[src/rtl/seq_alu_acc_if.sv]
// Request/response bundle for seq_alu_acc: operands and opcode toward the ALU,
// status and the accumulator value back.
interface seq_alu_acc_if #(
  parameter int WIDTH = 16
);
  logic                 start;
  logic [3:0]           op;
  logic                 use_acc;
  logic [WIDTH-1:0]     a;
  logic [WIDTH-1:0]     b;
  logic                 busy;
  logic                 done;
  logic [2*WIDTH-1:0]   result;
  logic                 err;

  modport master (
    output start, op, use_acc, a, b,
    input  busy, done, result, err
  );

  modport slave (
    input  start, op, use_acc, a, b,
    output busy, done, result, err
  );
endinterface

[src/rtl/seq_alu_acc.sv]
// Multi-cycle ALU with a 2*WIDTH accumulator. MUL, DIV and FACT iterate in EXEC;
// every other operation completes on the accept edge.
module seq_alu_acc #(
  parameter int WIDTH = 16
) (
  input  logic         clk,
  input  logic         reset,
  seq_alu_acc_if.slave bus
);

  localparam logic [3:0] OP_CLR  = 4'd0;
  localparam logic [3:0] OP_NOT  = 4'd1;
  localparam logic [3:0] OP_SHR  = 4'd2;
  localparam logic [3:0] OP_SHL  = 4'd3;
  localparam logic [3:0] OP_ADD  = 4'd4;
  localparam logic [3:0] OP_SUB  = 4'd5;
  localparam logic [3:0] OP_AND  = 4'd6;
  localparam logic [3:0] OP_OR   = 4'd7;
  localparam logic [3:0] OP_XOR  = 4'd8;
  localparam logic [3:0] OP_MUL  = 4'd9;
  localparam logic [3:0] OP_DIV  = 4'd10;
  localparam logic [3:0] OP_FACT = 4'd11;

  typedef enum logic [1:0] {
    IDLE = 2'd0,
    EXEC = 2'd1,
    DONE = 2'd2
  } state_t;

  state_t               state_reg, state_next;
  logic [3:0]           op_reg, op_next;
  logic [WIDTH-1:0]     opa_reg, opa_next;
  logic [WIDTH-1:0]     opb_reg, opb_next;
  logic [WIDTH-1:0]     cnt_reg, cnt_next;
  logic [2*WIDTH-1:0]   mcand_reg, mcand_next;
  logic [WIDTH-1:0]     mplier_reg, mplier_next;
  logic [2*WIDTH-1:0]   prod_reg, prod_next;
  logic [WIDTH-1:0]     rem_reg, rem_next;
  logic [WIDTH-1:0]     quo_reg, quo_next;
  logic [2*WIDTH-1:0]   result_reg, result_next;
  logic                 err_reg, err_next;

  // Operand A as seen at the accept edge.
  logic [WIDTH-1:0]     a_in;
  assign a_in = bus.use_acc ? result_reg[WIDTH-1:0] : bus.a;

  logic [WIDTH-1:0]     not_w, and_w, or_w, xor_w;
  genvar gi;
  generate
    for (gi = 0; gi < WIDTH; gi++) begin : g_bitwise
      assign not_w[gi] = ~a_in[gi];
      assign and_w[gi] = a_in[gi] & bus.b[gi];
      assign or_w[gi]  = a_in[gi] | bus.b[gi];
      assign xor_w[gi] = a_in[gi] ^ bus.b[gi];
    end
  endgenerate

  logic [WIDTH:0]       add_sum;
  logic [WIDTH-1:0]     sub_diff;
  assign add_sum  = {1'b0, a_in} + {1'b0, bus.b};
  assign sub_diff = a_in - bus.b;

  // Shift-add multiply step: add the shifted multiplicand when the current multiplier bit is set.
  logic [2*WIDTH-1:0]   mul_sum;
  assign mul_sum = prod_reg + (mplier_reg[0] ? mcand_reg : {(2*WIDTH){1'b0}});

  // Restoring division step: the borrow bit of the trial subtraction decides the quotient bit.
  logic [WIDTH:0]       div_shift, div_trial;
  assign div_shift = {rem_reg, quo_reg[WIDTH-1]};
  assign div_trial = div_shift - {1'b0, opb_reg};

  // Factorial step keeps the full-width product so overflow into the top WIDTH bits is visible.
  logic [3*WIDTH-1:0]   fact_full;
  logic                 fact_ovf;
  assign fact_full = {{WIDTH{1'b0}}, prod_reg} * {{(2*WIDTH){1'b0}}, cnt_reg};
  assign fact_ovf  = |fact_full[3*WIDTH-1:2*WIDTH];

  logic                 step_last;
  assign step_last = (cnt_reg == WIDTH'(WIDTH - 1));

  always_comb begin
    state_next  = state_reg;
    op_next     = op_reg;
    opa_next    = opa_reg;
    opb_next    = opb_reg;
    cnt_next    = cnt_reg;
    mcand_next  = mcand_reg;
    mplier_next = mplier_reg;
    prod_next   = prod_reg;
    rem_next    = rem_reg;
    quo_next    = quo_reg;
    result_next = result_reg;
    err_next    = err_reg;

    case (state_reg)
      IDLE: begin
        if (bus.start) begin
          op_next    = bus.op;
          opa_next   = a_in;
          opb_next   = bus.b;
          err_next   = 1'b0;
          state_next = DONE;
          case (bus.op)
            OP_CLR: result_next = {(2*WIDTH){1'b0}};
            OP_NOT: result_next = {{WIDTH{1'b0}}, not_w};
            OP_SHR: result_next = {{(WIDTH+1){1'b0}}, a_in[WIDTH-1:1]};
            OP_SHL: result_next = {{WIDTH{1'b0}}, a_in[WIDTH-2:0], 1'b0};
            OP_ADD: begin
              result_next = {{(WIDTH-1){1'b0}}, add_sum};
              err_next    = add_sum[WIDTH];
            end
            OP_SUB: begin
              result_next = {{WIDTH{1'b0}}, sub_diff};
              err_next    = (a_in < bus.b);
            end
            OP_AND: result_next = {{WIDTH{1'b0}}, and_w};
            OP_OR:  result_next = {{WIDTH{1'b0}}, or_w};
            OP_XOR: result_next = {{WIDTH{1'b0}}, xor_w};
            OP_MUL: begin
              state_next  = EXEC;
              mcand_next  = {{WIDTH{1'b0}}, a_in};
              mplier_next = bus.b;
              prod_next   = {(2*WIDTH){1'b0}};
              cnt_next    = {WIDTH{1'b0}};
            end
            OP_DIV: begin
              if (bus.b == {WIDTH{1'b0}}) begin
                result_next = {a_in, {WIDTH{1'b1}}};
                err_next    = 1'b1;
              end else begin
                state_next = EXEC;
                rem_next   = {WIDTH{1'b0}};
                quo_next   = a_in;
                cnt_next   = {WIDTH{1'b0}};
              end
            end
            OP_FACT: begin
              if (a_in <= WIDTH'(1)) begin
                result_next = {{(2*WIDTH-1){1'b0}}, 1'b1};
              end else begin
                state_next = EXEC;
                prod_next  = {{(2*WIDTH-1){1'b0}}, 1'b1};
                cnt_next   = WIDTH'(2);
              end
            end
            default: err_next = 1'b1;
          endcase
        end
      end

      EXEC: begin
        case (op_reg)
          OP_MUL: begin
            prod_next   = mul_sum;
            mcand_next  = {mcand_reg[2*WIDTH-2:0], 1'b0};
            mplier_next = {1'b0, mplier_reg[WIDTH-1:1]};
            cnt_next    = cnt_reg + 1'b1;
            if (step_last) begin
              result_next = mul_sum;
              state_next  = DONE;
            end
          end
          OP_DIV: begin
            if (!div_trial[WIDTH]) begin
              rem_next = div_trial[WIDTH-1:0];
              quo_next = {quo_reg[WIDTH-2:0], 1'b1};
            end else begin
              rem_next = div_shift[WIDTH-1:0];
              quo_next = {quo_reg[WIDTH-2:0], 1'b0};
            end
            cnt_next = cnt_reg + 1'b1;
            if (step_last) begin
              result_next = {rem_next, quo_next};
              state_next  = DONE;
            end
          end
          OP_FACT: begin
            prod_next = fact_full[2*WIDTH-1:0];
            cnt_next  = cnt_reg + 1'b1;
            if (fact_ovf || (cnt_reg == opa_reg)) begin
              result_next = fact_full[2*WIDTH-1:0];
              err_next    = fact_ovf;
              state_next  = DONE;
            end
          end
          default: state_next = DONE;
        endcase
      end

      DONE: state_next = IDLE;

      default: state_next = IDLE;
    endcase
  end

  always_ff @(posedge clk or posedge reset) begin
    if (reset) begin
      state_reg  <= IDLE;
      op_reg     <= 4'd0;
      opa_reg    <= {WIDTH{1'b0}};
      opb_reg    <= {WIDTH{1'b0}};
      cnt_reg    <= {WIDTH{1'b0}};
      mcand_reg  <= {(2*WIDTH){1'b0}};
      mplier_reg <= {WIDTH{1'b0}};
      prod_reg   <= {(2*WIDTH){1'b0}};
      rem_reg    <= {WIDTH{1'b0}};
      quo_reg    <= {WIDTH{1'b0}};
      result_reg <= {(2*WIDTH){1'b0}};
      err_reg    <= 1'b0;
    end else begin
      state_reg  <= state_next;
      op_reg     <= op_next;
      opa_reg    <= opa_next;
      opb_reg    <= opb_next;
      cnt_reg    <= cnt_next;
      mcand_reg  <= mcand_next;
      mplier_reg <= mplier_next;
      prod_reg   <= prod_next;
      rem_reg    <= rem_next;
      quo_reg    <= quo_next;
      result_reg <= result_next;
      err_reg    <= err_next;
    end
  end

  assign bus.busy   = (state_reg != IDLE);
  assign bus.done   = (state_reg == DONE);
  assign bus.result = result_reg;
  assign bus.err    = err_reg;

endmodule

[src/flat_wrapper.sv]
// flat-port wrapper written by rule: the top's interface ports become plain ports
module seq_alu_acc_flat 
#(
  parameter int WIDTH = 16
)
  (clk, reset, bus_start, bus_op, bus_use_acc, bus_a, bus_b, bus_busy, bus_done, bus_result, bus_err);
  seq_alu_acc_if #(.WIDTH(WIDTH)) bus_i ();
  input  logic clk;
  input  logic reset;
  input wire logic [$bits(bus_i.start)-1:0] bus_start;
  input wire logic [$bits(bus_i.op)-1:0] bus_op;
  input wire logic [$bits(bus_i.use_acc)-1:0] bus_use_acc;
  input wire logic [$bits(bus_i.a)-1:0] bus_a;
  input wire logic [$bits(bus_i.b)-1:0] bus_b;
  output wire logic [$bits(bus_i.busy)-1:0] bus_busy;
  output wire logic [$bits(bus_i.done)-1:0] bus_done;
  output wire logic [$bits(bus_i.result)-1:0] bus_result;
  output wire logic [$bits(bus_i.err)-1:0] bus_err;
  assign bus_i.start = bus_start;
  assign bus_i.op = bus_op;
  assign bus_i.use_acc = bus_use_acc;
  assign bus_i.a = bus_a;
  assign bus_i.b = bus_b;
  assign bus_busy = bus_i.busy;
  assign bus_done = bus_i.done;
  assign bus_result = bus_i.result;
  assign bus_err = bus_i.err;
  seq_alu_acc #(.WIDTH(WIDTH)) u_core (.clk(clk), .reset(reset), .bus(bus_i));
endmodule
[config.mk]
export PLATFORM = sky130hd
export DESIGN_NAME = seq_alu_acc_flat
export DESIGN_NICKNAME = d
export VERILOG_FILES = /design/src/rtl/seq_alu_acc_if.sv /design/src/rtl/seq_alu_acc.sv /design/src/flat_wrapper.sv
export SDC_FILE = /design/constraint.sdc
export NUM_CORES = 2
export LEC_CHECK = 0
export CELL_PAD_IN_SITES_DETAIL_PLACEMENT = 1
export CELL_PAD_IN_SITES_GLOBAL_PLACEMENT = 1
export CORE_UTILIZATION = 28
export CTS_CLUSTER_DIAMETER = 200
export DETAILED_ROUTE_END_ITERATION = 12
export GPL_TIMING_DRIVEN = 1
export PLACE_DENSITY = 0.56
export RECOVER_POWER = 25
export SYNTH_ARGS = -nofsm -noshare
export SYNTH_HDL_FRONTEND = slang
export SYNTH_SLANG_ARGS = --single-unit
[constraint.sdc]
create_clock -name clk -period 11.8 [get_ports clk]
set_clock_uncertainty 0.05 [all_clocks]
set_input_delay 2.36 -clock clk [delete_from_list [all_inputs] [get_ports clk]]
set_output_delay 2.36 -clock clk [all_outputs]
set_load 0.1 [all_outputs]
---- Word level (Yosys, flattened, before mapping) ----
Cells that the tools add are included.
word-level totals
  ROM bits ................................ 0
  memory bits (writable) .................. 0
  memories ................................ 0
  bits in latches ......................... 0
  bits of input ports ..................... 40
  register bits ........................... 199
  output and inout bits ................... 35
  word-level logic and storage cells ...... 197
cells by class
  add/subtract/negate cells ............... 5
  equality and inequality tests ........... 40
  shifts and indexed selects .............. 0
  divide/modulo/power cells ............... 0
  multipliers ............................. 1
  $lt $le $gt $ge ......................... 2
  muxes and demuxes ....................... 55
  bitwise gates (word level) .............. 64
  reductions and logical operators ........ 18
operator list
  cell                   count
  $mux 32                12
  $pmux 32 s11           1
  $pmux 32 s2            5
  $mux 16                16
  $pmux 16 s2            4
  $pmux 32 s3            1
  $mul 32x16->48         1
  $pmux 16 s3            1
  $add 32x32->32         1
  $eq 4x4->1 const B     7
  $ne 3x2->1 const B     7
  $add 16x16->17         1
  $sub 17x16->17         1
  $add 16x1->16 const B  1
  $and 1x1->1            16
  $eq 16x16->1           1
  $eq 16x4->1 const B    1
  $eq 4x3->1 const B     4
  $le 16x1->1 const B    1
  $logic_not 16->1       1
  $lt 16x16->1           1
  $not 1->1              16
  $or 1x1->1             16
  $reduce_or 16->1       1
  31 further kinds       68

---- Logic depth before layout (Yosys ltp) ----
  depth after elaboration ................. 6
  gate-level depth with buffers ........... 29
  depth with buffers taken out ............ 25

---- Least setup slack after synthesis ----
No wires, ideal clock.
  path kind ............................... reg2reg
  start ................................... register u_core.cnt_reg[8]
  end ..................................... register u_core.result_reg[0], in the netlist u_core.bus.result[0]
  arrival ................................. 6.977 ns
  clock period less this slack ............ 7.153 ns
  setup time .............................. 0.126 ns
  stages on the path, launching flop included .. 29
  path buffers ............................ 4
  path slack .............................. 4.647 ns
  data required time ...................... 11.624 ns
  cell sequence ........................... dfrtp_1 > clkbuf_1 > clkbuf_1 > nand2_1 > fa_1 > inv_1 > fa_1 > inv_1 > fa_1 > inv_1 > fa_1 > fa_1 > inv_1 > fa_1 > inv_1 > ha_1 > clkbuf_1 > nor3_1 > or3_1 > a21oi_1 > o31ai_1 > nor4b_1 > mux2i_1 > nand4_1 > nor4_2 > nand4_2 > o21ai_4 > buf_12 > mux2_4
on the way
  word-level cells in the longest chain between the ends .. 5
  elaborated cells on any way between the ends .. 9
  classes of those cells .................. mul (1); eq/ne (5); reduce/logical (3)
RTL lines
  item                                 line                text
  start, declared                      seq_alu_acc.sv:34   logic [WIDTH-1:0] cnt_reg, cnt_next;
  start signal, assigned               seq_alu_acc.sv:202  cnt_reg <= {WIDTH{1'b0}};
  start signal, assigned               seq_alu_acc.sv:215  cnt_reg <= cnt_next;
  $mul 32x16->48                       seq_alu_acc.sv:75   assign fact_full = {{WIDTH{1'b0}}, prod_reg} * {{(2*WIDTH){1'b0}}, cnt_reg};
  $reduce_or 16->1                     seq_alu_acc.sv:76   assign fact_ovf = |fact_full[3*WIDTH-1:2*WIDTH];
  $logic_or 1x1->1                     seq_alu_acc.sv:180  if (fact_ovf || (cnt_reg == opa_reg)) begin
  $ne 3x2->1 (no source line)          -
  $reduce_and 9->1 (no source line) *  -
  end signal, assigned                 seq_alu_acc.sv:208  result_reg <= {(2*WIDTH){1'b0}};
  end signal, assigned                 seq_alu_acc.sv:221  result_reg <= result_next;
  end, declared                        seq_alu_acc.sv:40   logic [2*WIDTH-1:0] result_reg, result_next;
Mark *: on every way between the ends. The rest lies on a longest branch, timed or not.
A chain may end at the register's enable or synchronous reset.

---- Worst setup path in the final report ----
  start ................................... register u_core.cnt_reg[8]
  end ..................................... register u_core.result_reg[6], in the netlist u_core.bus.result[6]
Same word-level chain as after synthesis.

==> qor.yml <==
status:
  status: "finished with violations"
  violations: "capacitance limit, slew limit"
timing:
  report.final.slew_viol_count: 152
  setup_viol: 0
  rsz0062_at_grt: "false"
  period_minus_slack_ps: 8380
  fin_setup_tns_ps: 0
  max_freq_ghz: 0.119
  worst_slew_pin_slew_ps: 4010
  setup_ws_ps: 3420
  slew_headroom_pct: -169
  finalHoldViolations: 0
  final.period_utilization_pct: 71.0
clocking:
  clockBufferDepth: 2
  numCtsBuffers: 17
  cts_resized: 0
  cts_tree: "done"
  cts.htree.levels: 4
  cts_root_buf: "clkbuf_16"
  hold_buffers: 0
  cts_sinks: 199
  clkTransAtPathRegs_ps: 80
  clock_latency_ps: 470
  post-cts-setup-buffer-count: 0
die:
  initial_core_util_pct: 28.2
  die-area_sq_um: 115000
  dieHeight_um: 339
  die_w_um: 339
  io_pins: 75
  core_area_sq_um: 112000
  core.rowCount: 123
routing:
  drt_iter0_drc: 1317
  first_pass_iters: 5
  antenna_left: 0
  vias_per_cell: 5.05
  wl_per_cell_um: 21.5
  drt-total-wl_mm: 111
  drc: 0
  via_count: 26000
logic_synthesis:
  yosysWarnings: 0
  synth_edf_count: 0
  synth.top_cell.area_share_pct: 26.6
  synth_cell_types: 93
  ys_seq_elements: 199
  synthFlopType: "dfrtp_1"
  synth_top_area_cell: "fa_1"
  netlist_area_sq_um: 31700
  synthArstFlopShare_pct: 100
  avgSynthCellArea_sq_um: 8.59
  postSynthNetCount: 4389
  ys_seq_area_share_pct: 15.7
  synth_area_leaders: "fa_1 (27%), dfrtp_1 (16%), ha_1 (9.1%)"
  synthCells: 3696
layout:
  nFillCells: 13200
  final_common_cell: "inv_1"
  final_net_count: 4330
  n_antenna_cell: 0
  layout_common_cells: "inv_1 (518), nand2_1 (471), fa_1 (422), and2_1 (306), ha_1 (231)"
  syn_to_final_growth_pct: 8.83
  fin_area_sq_um: 34600
  final_cells: 5149
  layout-drive-gt1-share_pct: 4.82
critical_path:
  critPathLaunchType: "register"
  crit_family: "adder cells"
  slowest_delay_ps: 570
  crit_required_ps: 12110
  crit_top_cell: "fa_1"
  critPathSlowestCell: "dfrtp_1"
  cp_cell_sequence: "buf_4 > nand2_1 > fa_1 > inv_1 > fa_1 > inv_1 > fa_1 > inv_1 > fa_1 > fa_1 > inv_1 > fa_1 > inv_1 > ha_1 > o2111ai_1 > o211ai_1 > a221oi_1 > o211ai_1 > nand4_1 > nor4_2 > nand4_2 > o21ai_4 > buf_4 > mux2_2"
  crit_type: "register to register"
  cp.arrival_ps: 8690
  critPathCaptureType: "register"
  critical_path_peak_fanout: 32
  cp.buffers_inverters: 7
power:
  pwr-share-clk_pct: 18.6
  p_sw_mw: 1.66
  power_frac_seq_pct: 31.6
  intPower_mw: 1.77
  vdd_drop_max_uv: 121
  power_mw: 3.43
  leakagePower_nw: 16.0
  p_per_area_nw_per_um2: 99.4
  p_sw_share_pct: 48.4
  p_comb_share_pct: 49.8
global_route:
  grt_use_met3_pct: 1.15
  grt_max_degree: 82
  grtUsageMet1_pct: 27.5
  grt_use_total_pct: 19.6
  grt_pass1_wl_mm: 175
  grt_overflow_total: 0
  grt_pass1_vias: 28300
  antenna_found_initial: 1
  busiest_layer: "met2"
  use_met2_pct: 33.1
placed_design:
  gp_congestion: 0.880
  dp.cells: 5118
  dpl.hpwl_mm: 85.8
  dpl-instance-area_sq_um: 34000
  pre_cts_ws_ps: 3460
  port-buffer-count: 74
job:
  max_cap_violations: 2
hold_path:
  hp-class: "register to register"
[kinds of logic (layout without fill, tap and decap cells)]
group	after synthesis	in the layout	synth area share (%)
xor+xnor	111	111	3.06
mux	82	82	3.13
compound gates	721	721	15.2
buf+inv	737	690	9.05
flops	199	199	15.7
fa+ha+maj	653	653	35.7
simple gates	1193	1193	18.1
[power by group through the flow]
| stage | Clock (mW) | Sequential, mW | Combinational (mW) |
|---|---|---|---|
| CTS | 0.653 | 1.09 | 1.72 |
| global placement | 0 | 1.10 | 1.70 |
| finish | 0.639 | 1.09 | 1.71 |
| detailed placement | 0 | 1.10 | 1.71 |
| floorplan | 0 | 1.10 | 1.08 |
| global route | 0.674 | 1.11 | 1.86 |
[metal layers]
layer / up-vias / wire (um)
met5: - / 0
met4: 0 / 1760
met3: 68 / 3050
met2: 405 / 52800
met1: 13600 / 52900
li1: 11900 / -
[final cells by class]
| class | count | area [sq um] | share of cell area (%) |
|---|---|---|---|
| inverter | 521 | 1960 | 5.66 |
| clock buffer | 21 | 450 | 1.30 |
| multi-input combinational | 2760 | 23900 | 69.2 |
| clock inverter | 10 | 144 | 0.416 |
| timing repair buffer | 138 | 1220 | 3.52 |
| sequential | 199 | 4980 | 14.4 |
| tap | 1500 | 1880 | 5.43 |
[worst register-to-register path, cell delays in order (launching register included)]
cell and delay [ps]:
dfrtp_1 570, buf_4 460, nand2_1 170, fa_1 540, inv_1 60, fa_1 500
inv_1 50, fa_1 530, inv_1 60, fa_1 500, fa_1 510, inv_1 50
fa_1 470, inv_1 40, ha_1 450, o2111ai_1 390, o211ai_1 520, a221oi_1 230
o211ai_1 240, nand4_1 140, nor4_2 280, nand4_2 290, o21ai_4 200, buf_4 540
mux2_2 440
[through the flow]
| stage | hold slack (ps) | utilization [%] |
|---|---|---|
| final | 458 | 30.7 |
| after global routing | 484 | 30.7 |
| after global placement | 440 | 30.2 |
| after floorplan | 400 | - |
| after detailed placement | 440 | 30.2 |
| after CTS | 462 | 30.7 |
[synthesized netlist by cell type, types with 6 or more instances]
cell type	number
a221oi_1	17
o211ai_1	19
nor2_1	202
ha_1	231
a31oi_1	38
o22ai_1	37
mux2_2	8
and4_1	7
nand2b_1	23
xor2_1	57
o31a_1	6
nor2b_1	18
nand3b_1	7
a21oi_1	167
xnor2_1	54
or3_1	9
a22o_1	31
nor3b_1	7
or2_2	8
nand2_1	472
fa_1	422
nand4_1	26
mux2i_1	40
nor4_1	17
o31ai_1	15
a211o_1	14
o221ai_1	15
nand3_1	30
dfrtp_1	199
o21ai_1	7
and2_1	306
a311oi_1	6
mux2_4	30
buf_2	14
o21ai_0	166
nor3_1	39
o21a_1	17
a21o_1	45
buf_1	10
and3_1	12
inv_1	519
clkbuf_1	182
a211oi_1	15
o21bai_1	15
a221o_1	23
[final timing paths]
kind | start | to | slack, ps | cells past startpoint
max in group asynchronous | reset | u_core.mcand_reg[2]$_DFFE_PP0P_ | 6010 | 3
max reg2reg | u_core.cnt_reg[8]$_DFFE_PP0P_ | u_core.bus.result[6]$_DFFE_PP0P_ | 3420 | 24
min reg2reg | u_core.mcand_reg[31]$_DFFE_PP0P_ | u_core.mcand_reg[31]$_DFFE_PP0P_ | 460 | 1
min | u_core.mcand_reg[31]$_DFFE_PP0P_ | u_core.mcand_reg[31]$_DFFE_PP0P_ | 460 | 1
min in group asynchronous | reset | u_core.rem_reg[12]$_DFFE_PP0P_ | 3490 | 2
max | u_core.cnt_reg[8]$_DFFE_PP0P_ | u_core.bus.result[6]$_DFFE_PP0P_ | 3420 | 24
Power figures use the tool's default switching activity.
